===== config.mk =====
export PLATFORM = sky130hd
export DESIGN_NAME = banco_write_arbiter
export DESIGN_NICKNAME = d
export VERILOG_FILES = /design/src/rtl/banco_pkg.sv /design/src/rtl/rr_arbiter.sv /design/src/rtl/banco_write_arbiter.sv
export SDC_FILE = /design/constraint.sdc
export NUM_CORES = 1
export LEC_CHECK = 0
export ABC_AREA = 1
export BUFFER_PORTS_ARGS = -buffer_cell sky130_fd_sc_hd__clkbuf_2
export CORE_MARGIN = 3
export CORE_UTILIZATION = 44
export DETAILED_ROUTE_END_ITERATION = 6
export PLACE_DENSITY = 0.81
export SLEW_MARGIN = 20
export SYNTH_ARGS = -nofsm -noshare
export SYNTH_HDL_FRONTEND = slang
export SYNTH_SLANG_ARGS = --single-unit

===== constraint.sdc =====
create_clock -name clk -period 1.5 [get_ports clk]
set_input_delay 0.15 -clock clk [delete_from_list [all_inputs] [get_ports clk]]
set_output_delay 0.15 -clock clk [all_outputs]
set_load 0.01 [all_outputs]

===== src/rtl/banco_pkg.sv =====
// banco_pkg: shared register-bank constants and a modular-add helper for round-robin indexing.
package banco_pkg;
    localparam int REG_AW = 5;
    localparam int REG_DW = 32;
    localparam logic [REG_AW-1:0] REG_ZERO = 5'd0;

    function automatic int wrap_add(input int base, input int k, input int n);
        return (base + k >= n) ? base + k - n : base + k;
    endfunction
endpackage


===== src/rtl/rr_arbiter.sv =====
// rr_arbiter: picks the first asserted request at or after ptr (wrapping); pure combinational.
module rr_arbiter
    import banco_pkg::*;
#(
    parameter int NREQ = 2,
    parameter int PW = $clog2(NREQ)
) (
    input  logic [NREQ-1:0] req,
    input  logic [PW-1:0]   ptr,
    output logic [NREQ-1:0] grant,
    output logic [PW-1:0]   idx,
    output logic            found
);
    logic [PW-1:0] j;

    // Scan farthest-first so the slot closest to ptr is the last, winning, assignment.
    always_comb begin
        grant = '0;
        idx = '0;
        found = 1'b0;
        j = '0;
        for (int k = NREQ - 1; k >= 0; k--) begin
            j = PW'(wrap_add(int'(ptr), k, NREQ));
            if (req[j]) begin
                grant = NREQ'(1) << j;
                idx = j;
                found = 1'b1;
            end
        end
    end
endmodule


===== src/rtl/banco_write_arbiter.sv =====
// banco_write_arbiter: round-robin share of the register-bank write port with one registered
// output stage, $zero suppression and a pending-write bitmap for hazard checks.
module banco_write_arbiter
    import banco_pkg::*;
#(
    parameter int NREQ = 2,
    parameter int AW = REG_AW,
    parameter int DW = REG_DW
) (
    input  logic               clk,
    input  logic               rst_n,
    input  logic               hold,
    input  logic [NREQ-1:0]    req_valid,
    output logic [NREQ-1:0]    req_ready,
    input  logic [NREQ*AW-1:0] req_addr,
    input  logic [NREQ*DW-1:0] req_data,
    output logic               RegWrite,
    output logic [AW-1:0]      WriteRegister,
    output logic [DW-1:0]      WriteData,
    output logic [2**AW-1:0]   pend_mask
);
    localparam int PW = $clog2(NREQ);

    logic [PW-1:0]   rr_ptr;
    logic [PW-1:0]   idx;
    logic            found;
    logic            arb_en;
    logic [AW-1:0]   sel_addr;
    logic [DW-1:0]   sel_data;

    assign arb_en = rst_n & ~hold;

    rr_arbiter #(.NREQ(NREQ)) u_rr (
        .req   (req_valid & {NREQ{arb_en}}),
        .ptr   (rr_ptr),
        .grant (req_ready),
        .idx   (idx),
        .found (found)
    );

    assign sel_addr = req_addr[idx*AW +: AW];
    assign sel_data = req_data[idx*DW +: DW];

    always_ff @(posedge clk) begin
        if (!rst_n) begin
            RegWrite <= 1'b0;
            WriteRegister <= '0;
            WriteData <= '0;
            rr_ptr <= '0;
        end else begin
            RegWrite <= found && (sel_addr != AW'(REG_ZERO));
            if (found) begin
                WriteRegister <= sel_addr;
                WriteData <= sel_data;
                rr_ptr <= PW'(wrap_add(int'(idx), 1, NREQ));
            end
        end
    end

    // The output-stage term is masked in reset so the bitmap shows only live requests then.
    always_comb begin
        pend_mask = '0;
        for (int i = 0; i < NREQ; i++)
            if (req_valid[i]) pend_mask[req_addr[i*AW +: AW]] = 1'b1;
        if (rst_n && RegWrite) pend_mask[WriteRegister] = 1'b1;
        pend_mask[0] = 1'b0;
    end
endmodule

# Word-level counts from Yosys, hierarchy flattened
# Cells that the tools add are included.
# totals
regBits,39
in_bits,79
output_inout_bits,72
wordCells,58
# op_classes
n_addsub,5
mul,1
order_cmp,11
n_shift,4
muxes,22
bitwise,5
n_reduce_logical,6
# op_table
operator,count
32-bit two-way mux,3
32-bit bitwise OR,2
64-bit by 7-bit variable part select with 32-bit output,1
5-bit by 6-bit less-than comparator with 1-bit output (second input constant),3
1-bit demux with 5-bit select,3
5-bit by 1-bit greater-or-equal comparator with 1-bit output (second input constant),3
1-bit two-way mux,14
10-bit by 5-bit variable part select with 5-bit output,1
1-bit logical AND,5
5-bit nonzero test,1
1-bit by 1-bit adder with 2-bit output (second input constant),2
2-bit greater-or-equal comparator (second input constant),2
1-bit by 2-bit less-than comparator with 1-bit output (second input constant),2
1-bit by 3-bit multiplier with 4-bit output (second input constant),1
2-bit two-way mux,2
1-bit by 1-bit left shift with 2-bit output (first input constant),2
1-bit subtractor (second input constant),3
2-bit bitwise AND,1
1-bit by 2-bit greater-or-equal comparator with 1-bit output (second input constant),1
1-bit bitwise AND,1
1-bit inverter,1

# Depth between registers and ports, before layout
# Gate-level depths: netlist of run 1.
# logic_depth
word_depth,11
depth_mapped,10
ltp_nobuf,9

# Hierarchy
# Synthesis of run 1 repeated with hierarchy kept, for this count alone.
# unflattened
hier_cells,420
hier_area_um2,2518.7
# modules_own_cells
mod,instances,cells_each,area_per_inst_um2,seq_area_each_um2
banco_write_arbiter,1,413,2484.9,780.7
rr_arbiter,1,7,33.8,0.0

# Least setup slack after synthesis of run 1
# OpenSTA, ideal clock, no wires.
# synth_timing
path_kind,register -> output
start,register WriteRegister[0]
end,output pend_mask[17]
t_arrival_ns,1.210
required_ns,1.350
slack_ns,0.140
stages_incl_launch_ff,5
path_buffers,0
path_cell_list,dfxtp_1 inv_1 nor3_1 nand2_1 o311ai_0
# synth_via
elab_chain_cells,6
word_cells_on_any_way,7
cone_classes,order compare (2); mux (3); bitwise (1); reduce/logical (1)
# synth_lines
element,line_no,text
start: declaration,banco_write_arbiter.sv:18,"output logic [AW-1:0] WriteRegister,"
start signal: assignment,banco_write_arbiter.sv:53,WriteRegister <= sel_addr;
5-bit by 6-bit less-than comparator with 1-bit output (implied by the code) or 5-bit by 1-bit greater-or-equal comparator with 1-bit output (tied branches),banco_write_arbiter.sv:65,if (rst_n && RegWrite) pend_mask[WriteRegister] = 1'b1;
1-bit logical AND (implied by the code),banco_write_arbiter.sv:65,
1-bit two-way mux (implied by the code),banco_write_arbiter.sv:65,
1-bit demux with 5-bit select (*),banco_write_arbiter.sv:65,
32-bit bitwise OR (no line) (*),n/a,
32-bit two-way mux (*),banco_write_arbiter.sv:65,
end: declaration,banco_write_arbiter.sv:20,output logic [2**AW-1:0] pend_mask
# Mark *: on every way between the ends. The rest lies on a longest branch, timed or not.

# Final worst setup path of run 1
# layout_timing
start,register RegWrite
end,output pend_mask[7]
# layout_via
elab_chain_cells,2
# layout_lines
element,line_no,text
start: declaration,banco_write_arbiter.sv:17,"output logic RegWrite,"
start signal: assignment,banco_write_arbiter.sv:51,RegWrite <= found && (sel_addr != AW'(REG_ZERO));
1-bit logical AND,banco_write_arbiter.sv:65,
32-bit two-way mux,banco_write_arbiter.sv:65,
# Every way passes these cells.

==> out/qor.yml, run 1 <==
layout_commonest_cell: "clkbuf_2"
drtIter0Drc: 172
dieWidth_microns: 82.1
ys_seq_elements: 39
holdWs_ns: 0.0868
critPathArrivalTime_ns: 1.42
slowest_delay_ns: 0.36
gr-total-overflow: 0
cp-start-kind: "register"
die_h_microns: 82.1
initial_core_util_pct: 45.9
cts-buffers-inserted: 5
fillers: 439
final_period_minus_worst_setup_slack_ns: 1.57
row_count: 27
avgSynthCellArea_sq_um: 6.31
drive_above_1_share_pct: 45.1
dp_worst_setup_slack_ns: 0.100
path_cells: "nand2_4 > nor3_2 > buf_6 > nand2_1 > o221ai_1 > buf_2"
cts_tree: "built"
grt_max_degree: 34
cts_sinks: 39
num_vias: 3623
p_leak_nw: 2.21
critPathMaxFanout: 8
grt_usage_pct: 27.9
die-area_sq_mm: 0.00673
htreeDepth: 2
clkTransAtPathRegs_ns: 0.08
place.port_buffers: 149
setup_violations: 18
max_freq_mhz: 639
path_class: "register to primary output"
syn2layout_area_growth_pct: 60.2
slew_violations: 0
clkLatencyLatePin_ns: 0.29
rsz0062_at_grt: "true"
fin_skew_ns: 0.0114
cts_hold_buf: 0
grt_pass1_vias: 3148
vdd_drop_max_mv: 0.533
cts-root-buf: "clkbuf_8"
antenna_left: 0
worst_hold_path_type: "input port to register"
p_per_area_mw_per_mm2: 691
wirelength_mm: 10.1
grt_use_met1_pct: 34.8
cap_violations: 0
grt_pass1_wl_mm: 14.8
coreArea_sq_mm: 0.00554
status: "complete, but fails checks"
met3_usage_pct: 5.37
ios: 151
antenna_found_initial: 0
layout_setup_ws_ns: -0.0656
r2r.worst_path.cells: 8
grt-busiest-layer: "met2"
mostFrequentLayoutCells: "clkbuf_2, nand2_1, a21oi_1"
worstHoldPathCells: 3
post-dp-hpwl_mm: 7.34
hold_violations: 0
required_ns: 1.35
routedWlPerCell_microns: 15.4
syn-num-nets: 482
max-clock-path-buffers: 2
ys_seq_area_share_pct: 30.7
use_met2_pct: 47.7
yosys_warnings: 0
nNetsFinal: 663
syn_inst: 403
viasPerCell: 5.51
critPathCaptureType: "primary output"
tightest_slew_ns: 0.578
synth.cell_area_sq_mm: 0.00254
period_share_pct: 104
drt_pass1_iterations: 4
gp_congestion: 0.877
drc_errors: 0
netlist-cell-type-count: 23
violations: "setup timing"
diodes: 0
crit_slowest_cell: "dfxtp_4"
relSlewSlack_pct: 61.4
-- cell type report --
class / count / area (sq um) / area share, %
well taps: 72 / 90.1 / 2.21
repair buffers: 195 / 1180 / 29.0
clock buffers: 6 / 72.6 / 1.78
clock inverters: 2 / 12.5 / 0.307
inverters: 54 / 220 / 5.40
flip-flops and latches: 39 / 805 / 19.7
multi-input cells: 289 / 1700 / 41.6
-- where the power goes --
group | switching (W) | internal (W)
Clock | 0.000375 | 0.000325
Sequential | 0.0000795 | 0.00114
Combinational | 0.000519 | 0.000378
Total | 0.000974 | 0.00184
-- worst paths after layout --
kind	from	slack [ns]	endpoint
setup reg to reg	rr_ptr	0.16	WriteData[13]
hold / removal	req_data[12]	0.09	WriteData[12]
hold reg to reg	WriteData[0]	0.50	WriteData[0]
setup / recovery	RegWrite	-0.07	pend_mask[7]
-- worst max-delay path: cells and delay by family (launching register included) --
kind | cells | cell delay (ns)
AO/OA/AOI/OAI | 1 | 0.07
flip-flops | 1 | 0.36
AND/OR/NAND/NOR | 3 | 0.34
buffers and inverters | 2 | 0.35
-- layer usage --
| layer | up-vias | share of wire [%] |
|---|---|---|
| met2 | 208 | 49 |
| li1 | 1741 | - |
| met5 | - | 0 |
| met3 | 21 | 8.9 |
| met4 | 0 | 2.2 |
| met1 | 1653 | 40 |
-- registers in the layout, indices dropped and copies added (netlist names) --
name and cells:
WriteData 32, WriteRegister 5, RegWrite 1, rr_ptr 1
-- synth_stat cells --
cell type	n	share of area (%)
o21ai_1	1	0.20
clkbuf_1	4	0.59
o211ai_1	23	6.8
dfxtp_1	39	31
nor2_8	1	0.79
o311ai_0	2	0.69
nand3_1	28	5.5
nand3b_1	1	0.30
inv_1	51	7.5
nand2_2	1	0.25
o21bai_1	1	0.30
conb_1	1	0.15
nor2_1	5	0.74
inv_2	3	0.44
o21ai_0	1	0.20
nand2_1	121	18
nand4_1	4	0.98
a21oi_1	55	11
nor3_1	25	4.9
buf_4	4	1.2
o221ai_1	18	6.2
nand3_2	1	0.39
buf_2	13	2.6
-- repair_timing --
action | 4_1_cts | 5_1_grt
resized for setup | 46 | 75
buffers inserted | 5 | 11
pin swaps | 5 | 10
endpoints found under the setup margin | 31 | 32
gates cloned | 0 | 1
-- kinds of logic (layout without fill, tap and decap cells) --
group                  count (synthesis)  count (layout)  share of synthesized area (%)
other                                  1               1                          0.147
buffers and inverters                 75             257                           12.3
flip-flops                            39              39                           30.7
AO/OA/AOI/OAI                        101             101                           25.2
AND/OR/NAND/NOR                      187             187                           31.7
-- stage by stage --
stage | TNS [ns] | instances | area [sq um] | util, % | total power [W]
finish | -0.596 | 657 | 4080 | 73.6 | 0.00282
global placement | 0 | 632 | 3500 | 63.2 | 0.00198
detailed placement | 0 | 632 | 3500 | 63.2 | 0.00200
CTS | -0.0723 | 645 | 3780 | 68.3 | 0.00273
floorplan | 0 | 403 | 2540 | - | 0.00163
global route | -2.32 | 657 | 4080 | 73.6 | 0.00297
Note: power is estimated with default switching activity, not from simulation.
==> inputs of run 2 (changes only) <==
--- a/config.mk
+++ b/config.mk
@@ -6,11 +6,12 @@
 export NUM_CORES = 1
 export LEC_CHECK = 0
 export ABC_AREA = 1
-export BUFFER_PORTS_ARGS = -buffer_cell sky130_fd_sc_hd__clkbuf_2
 export CORE_MARGIN = 3
-export CORE_UTILIZATION = 44
+export CORE_UTILIZATION = 55
+export CTS_CLUSTER_SIZE = 10
 export DETAILED_ROUTE_END_ITERATION = 6
-export PLACE_DENSITY = 0.81
+export DONT_BUFFER_PORTS = 1
+export PLACE_DENSITY = 0.7
 export SLEW_MARGIN = 20
 export SYNTH_ARGS = -nofsm -noshare
 export SYNTH_HDL_FRONTEND = slang
==> run 2 against run 1 <==
Critical endpoint is now pend_mask[25]. Core utilization is 0.074 points lower. The run now ends clean. Highest routed layer unchanged. Maximum frequency is 7.2% higher. Worst hold slack worse by 0.080 ns.
==> out/qor.yml, run 2 (same netlist as run 1, synthesis figures left out) <==
max-clock-path-buffers: 2  # unchanged
path_cells: "inv_4 > nor3_2 > buf_4 > nand2_1 > o311ai_2 > buf_4"
period_share_pct: 97.4  # -7.0 points
cellInternalPower_w: 0.00168  # -8.8%
wirelength_mm: 8.58  # -15%
finalNonFillerCells: 489  # -26%
cp-start-kind: "register"
worstHoldPathCells: 2  # -1
worst_hold_path_type: "input port to register"
diodes: 0  # unchanged
post-dp-hpwl_mm: 5.84  # -21%
fin_skew_ns: 0.0130  # +0.00163 ns
cts-root-buf: "clkbuf_8"
path_class: "register to primary output"
clkLatencyLatePin_ns: 0.29  # about the same
cts_tree: "built"
whs_endpoint: "WriteData[3]"
crit_slowest_cell: "dfxtp_4"
p_per_area_mw_per_mm2: 774  # +12%
final_util_pct: 73.5  # -0.074 points
r2r.worst_path.cells: 10  # +2
largest_reg_flops: 32  # unchanged
dr.max_layer_used: "met4"
combinationalPowerShare_pct: 21.5  # -10 points
die_h_microns: 74.0  # -9.8%
grt_pass1_vias: 2543  # -19%
critPathMaxFanout: 4  # -4
critical-path-top-delay-family: "flip-flops"
layout_setup_ws_ns: 0.0391  # +0.105 ns
relSlewSlack_pct: 57.2  # -4.2 points
rsz0062_at_grt: "true"
critPathArrivalTime_ns: 1.31  # -0.11 ns
antenna_found_initial: 0  # unchanged
largest-register: "WriteData"
slowest_delay_ns: 0.40  # +0.04 ns
m1WireLength_mm: 3.29  # -18%
hold_violations: 0  # unchanged
drive_above_1_share_pct: 18.8  # -26 points
reg.largest.list: "WriteData: 32 flops, WriteRegister: 5 flops"
htreeDepth: 2  # unchanged
p_clk_share_pct: 27.8  # +3.0 points
met3_length_microns: 964  # +6.4%
critPathCaptureType: "primary output"
viasPerCell: 6.13  # +11%
initial_core_util_pct: 57.7  # +12 points
wl_met2_mm: 4.16  # -16%
swShare_pct: 33.0  # -1.5 points
ios: 151  # unchanged
cap_violations: 0  # unchanged
fin_area_sq_mm: 0.00325  # -20%
cts_sinks: 39  # unchanged
num_vias: 2998  # -17%
hp-start: "rst_n"
die-area_sq_mm: 0.00548  # -19%
final_period_minus_worst_setup_slack_ns: 1.46  # -0.105 ns
place.port_buffers: 0  # -100%
clkTransAtPathRegs_ns: 0.08  # about the same
vdd_drop_max_mv: 0.824  # +55%
grt_max_degree: 41  # +21%
drc_errors: 0  # unchanged
status: "finished clean"
nNetsFinal: 515  # -22%
gp_congestion: 0.981  # +12%
p_leak_nw: 1.48  # -33%
reg2reg_to: "RegWrite"
grt_pass1_wl_mm: 12.2  # -17%
cp-startpoint: "WriteRegister[0]"
crit_path_frequent_cell: "buf_4"
cts-buffers-inserted: 5  # unchanged
slew_violations: 0  # unchanged
holdWs_ns: 0.00643  # -0.0804 ns
grt_usage_pct: 28.0  # +0.096 points
critPathBufInv: 3  # +1
max_freq_mhz: 685  # +7.2%
fillers: 372  # -15%
coreArea_sq_mm: 0.00441  # -20%
dp_cells: 456  # -28%
mostFrequentLayoutCells: "nand2_1, a21oi_1, inv_1"
drt_pass1_iterations: 4  # unchanged
tightest_slew_ns: 0.640  # +0.0626 ns
layout_commonest_cell: "nand2_1"
dieWidth_microns: 74.0  # -9.8%
antenna_left: 0  # unchanged
setup_violations: 0  # -18
power.switching_w: 0.000829  # -15%
drtIter0Drc: 168  # -2.3%
required_ns: 1.35  # about the same
r2r-start: "rr_ptr"
gr-total-overflow: 0  # unchanged
routedWlPerCell_microns: 17.5  # +14%
placed_cell_area_sq_mm: 0.00269  # -23%
syn2layout_area_growth_pct: 27.5
dp_worst_setup_slack_ns: 0.165  # +0.0644 ns
row_count: 24  # -11%
r2r_slack_ns: 0.20  # +0.04 ns
seq_power_share_pct: 50.7  # +7.4 points
run 2: cell count changes in the layout (fill, tap and decap cells not counted), sizes merged:
| cell | before | now |
|---|---|---|
| clkinvlp | 1 | 2 |
| dlygate4sd3 | 0 | 19 |
| buf | 74 | 26 |
| clkbuf | 127 | 7 |
run 2: per-layer routing:
layer,GRT usage (%),vias up
li1,-,1447
met1,34.0,1363
met2,48.1,170
met3,8.11,18
met4,7.85,0
met5,0,-
run 2: power groups by stage:
stage	sequential, W	combinational (W)	clock, W
6_report	0.00127	0.000540	0.000698
5_1_grt	0.00128	0.000597	0.000758
4_1_cts	0.00127	0.000488	0.000720
3_5_place_dp	0.00129	0.000443	0
3_3_place_gp	0.00129	0.000431	0
2_1_floorplan	0.00127	0.000356	0
run 2: final cells by class:
type                       count  area [sq um]  area share (%)
sequential                    39           801            24.7
clock inverter                 3          20.0           0.617
timing repair buffer          47           473            14.6
multi-input combinational    289          1610            49.5
clock buffer                   5          68.8            2.12
inverter                      54           210            6.48
tap                           52          65.1            2.00
run 2: how the worst max path moves through the flow:
stage,endpoint,cells past startpoint
finish,pend_mask[25],6
CTS,pend_mask[25],6
global placement,pend_mask[25],6
global route,pend_mask[25],6
floorplan,pend_mask[17],4
detailed placement,pend_mask[17],6
run 2: metrics by stage:
| stage | total power (W) | TNS [ns] |
|---|---|---|
| 6_report | 0.00251 | 0 |
| 5_1_grt | 0.00264 | -0.151 |
| 4_1_cts | 0.00248 | -0.0397 |
| 3_5_place_dp | 0.00173 | 0 |
| 3_3_place_gp | 0.00172 | 0 |
| 2_1_floorplan | 0.00163 | 0 |
run 2: what timing repair did:
item | 4_1_cts | 5_1_grt
cloned | 0 | 2
hold buffers | 18 | 1
hold endpoints to repair | 17 | 1
pin swaps | 1 | 7
setup endpoints to repair | 30 | 28
setup buffers | 0 | 4
resized for setup | 14 | 37
==> inputs of run 3 (changes only) <==
--- a/config.mk
+++ b/config.mk
@@ -5,7 +5,6 @@
 export SDC_FILE = /design/constraint.sdc
 export NUM_CORES = 1
 export LEC_CHECK = 0
-export ABC_AREA = 1
 export CORE_MARGIN = 3
 export CORE_UTILIZATION = 55
 export CTS_CLUSTER_SIZE = 10
==> run 3 against run 2 <==
The run now ends with setup timing left. Largest power group unchanged. Die area up 0.31%. Via count shrank 7.3%. Combinational power down 13%. Critical endpoint is now pend_mask[28]. Area after synthesis increased by 0.34%. Register-to-register slack gained 0.05 ns.
==> out/qor.yml, run 3 <==
p_per_area_mw_per_mm2: 822  # +6.2%
gr-total-overflow: 0  # unchanged
synth_area_leader_cell: "dfxtp_1"
post-dp-hpwl_mm: 5.45  # -6.7%
clkLatencyLatePin_ns: 0.29  # about the same
dieWidth_microns: 74.1  # +0.16%
vdd_drop_max_mv: 0.553  # -33%
period_share_pct: 105  # +8.1 points
diodes: 0  # unchanged
violations: "setup timing"
viasPerCell: 6.76  # +10%
row_count: 24  # unchanged
grt-busiest-layer: "met2"
synth-async-reset-ratio_pct: 0  # unchanged
clkTransAtPathRegs_ns: 0.08  # about the same
drtIter0Drc: 341  # +100%
die_h_microns: 74.1  # +0.16%
ys_seq_area_share_pct: 30.6  # -0.11 points
fillers: 376  # +1.1%
num_vias: 2778  # -7.3%
status: "complete, but fails checks"
relSlewSlack_pct: 45.4  # -12 points
grt_pass1_vias: 2442  # -4.0%
nNetsFinal: 437  # -15%
ios: 151  # unchanged
required_ns: 1.35  # about the same
layout_commonest_cell: "nand2_1"
grt_usage_pct: 28.5  # +0.53 points
cp-start-kind: "register"
largest_reg_flops: 32  # unchanged
avgSynthCellArea_sq_um: 7.58  # +20%
cap_violations: 0  # unchanged
syn-num-nets: 416  # -14%
rsz0062_at_grt: "true"
coreArea_sq_mm: 0.00441  # unchanged
path_class: "register to primary output"
drive_above_1_share_pct: 26.7  # +8.0 points
drc_errors: 0  # unchanged
synth_area_leaders: "dfxtp_1, nand2_1, o21ai_0"
critPathCaptureType: "primary output"
mostFrequentLayoutCells: "nand2_1, dfxtp_1, buf_4"
antenna_left: 0  # unchanged
htreeDepth: 2  # unchanged
drt_pass1_iterations: 5  # +1
cts-buffers-inserted: 5  # unchanged
synth_edf_count: 0  # unchanged
gp_congestion: 1.00  # +2.4%
max_freq_mhz: 632  # -7.6%
yosys_warnings: 0  # unchanged
hold_violations: 0  # unchanged
cts_sinks: 39  # unchanged
final_period_minus_worst_setup_slack_ns: 1.58  # +0.121 ns
critPathMaxFanout: 5  # +1
antenna_found_initial: 0  # unchanged
r2r-start: "rr_ptr"
wirelength_mm: 8.29  # -3.3%
hp-start: "req_data[57]"
syn_inst: 337  # -16%
tightest_slew_ns: 0.819  # +0.178 ns
synth.cell_area_sq_mm: 0.00255  # +0.34%
setup_violations: 15  # +15
cts_tree: "built"
grt_max_degree: 39  # -4.9%
critPathArrivalTime_ns: 1.43  # +0.12 ns
netlist-cell-type-count: 38  # +65%
max-clock-path-buffers: 2  # unchanged
die-area_sq_mm: 0.00550  # +0.31%
fin_skew_ns: 0.00444  # -0.00859 ns
use_met2_pct: 43.1  # -5.0 points
syn2layout_area_growth_pct: 22.2
initial_core_util_pct: 57.9  # +0.20 points
ys.flop_type: "dfxtp_1"
synth_top_area_share_pct: 30.6  # -0.11 points
reg.largest.list: "WriteData: 32 flops, WriteRegister: 5 flops"
ys_seq_elements: 39  # unchanged
layout_setup_ws_ns: -0.0819  # -0.121 ns
cp-startpoint: "RegWrite"
slew_violations: 0  # unchanged
p_leak_nw: 1.22  # -18%
met3_usage_pct: 10.1  # +2.0 points
synth_most_common_cell: "nand2_1"
place.port_buffers: 0  # unchanged
grt_use_met1_pct: 37.4  # +3.4 points
power.total_w: 0.00257  # +2.2%
routedWlPerCell_microns: 20.2  # +15%
ys_top_cells_by_count: "nand2_1, o21ai_0, dfxtp_1"
grt_pass1_wl_mm: 12.1  # -0.57%
finalSetupTns_ns: -0.377  # -0.377 ns
worst_hold_path_type: "input port to register"
cts-root-buf: "clkbuf_8"
largest-register: "WriteData"
-- run 3: cell count changes after synthesis, moves of 10 or more --
cell,before,now
a21oi_1,55,1
o21ai_0,1,42
nor3_1,25,4
mux2i_1,0,18
nand2_1,121,64
a22oi_1,0,15
o21ai_1,1,11
inv_1,51,0
a31oi_1,0,19
o211ai_1,23,0
-- run 3: final cells by class --
class	instances	area [sq um]	share of cell area, %
Multi-Input combinational cell	267	1770	56.7
Timing Repair Buffer	44	365	11.7
Sequential cell	39	801	25.7
Clock inverter	3	43.8	1.40
Clock buffer	5	68.8	2.21
Inverter	1	6.26	0.200
Tap cell	52	65.1	2.09
-- run 3: metal layers --
layer / vias to the layer above / wire, microns
met4: 0 / 205
met5: - / 0
met1: 1235 / 3190
li1: 1284 / -
met3: 32 / 1170
met2: 227 / 3720
-- run 3: worst paths after layout --
| check | endpoint | cells past startpoint | slack, ns |
|---|---|---|---|
| setup reg to reg | WriteData[22] | 4 | 0.25 |
| setup / recovery | pend_mask[28] | 4 | -0.08 |
| hold / removal | WriteData[25] | 2 | 0.001 |
| hold reg to reg | WriteData[15] | 2 | 0.51 |
-- run 3: logic make-up after synthesis --
| group | after synthesis | synth area share, % |
|---|---|---|
| buffers and inverters | 31 | 8.38 |
| other | 1 | 0.147 |
| and+or+nand+nor | 137 | 25.7 |
| DFF | 39 | 30.6 |
| muxes | 18 | 7.06 |
| AOI/OAI and AO/OA | 111 | 28.1 |
-- run 3: report_power, final --
group	switching [W]	internal, W	total [W]
clock	0.000401	0.000496	0.000897
combinational	0.000266	0.000202	0.000468
sequential	0.0000929	0.00111	0.00120
total	0.000760	0.00181	0.00257
-- run 3: worst max-delay path, stage by stage (launching register included) --
cell     delay, ns
dfxtp_4       0.38
nand2_4       0.06
or3_4         0.39
o21ai_2       0.17
buf_4         0.14
-- run 3: what timing repair did --
item                                    in CTS  in global routing
pin swaps                                    9                 12
endpoints found under the setup margin      27                 35
hold buffers                                 9                  1
gates resized for setup                     52                 22
cloned                                       0                  0
endpoints found under the hold margin       21                  1
buffers inserted                             1                  1
-- run 3: stage by stage --
stage | setup slack [ns] | hold WS, ns | instance area [sq um] | cells | utilization, %
final | -0.0819 | 0.00137 | 3120 | 411 | 70.7
after global routing | -0.129 | -0.00183 | 3120 | 411 | 70.7
after CTS | -0.0532 | 0.0000227 | 3010 | 409 | 68.1
after detailed placement | 0.108 | 0.272 | 2650 | 391 | 60.1
after global placement | 0.163 | 0.269 | 2650 | 391 | 60.1
after floorplan | 0.0366 | 0.302 | 2550 | 337 | -
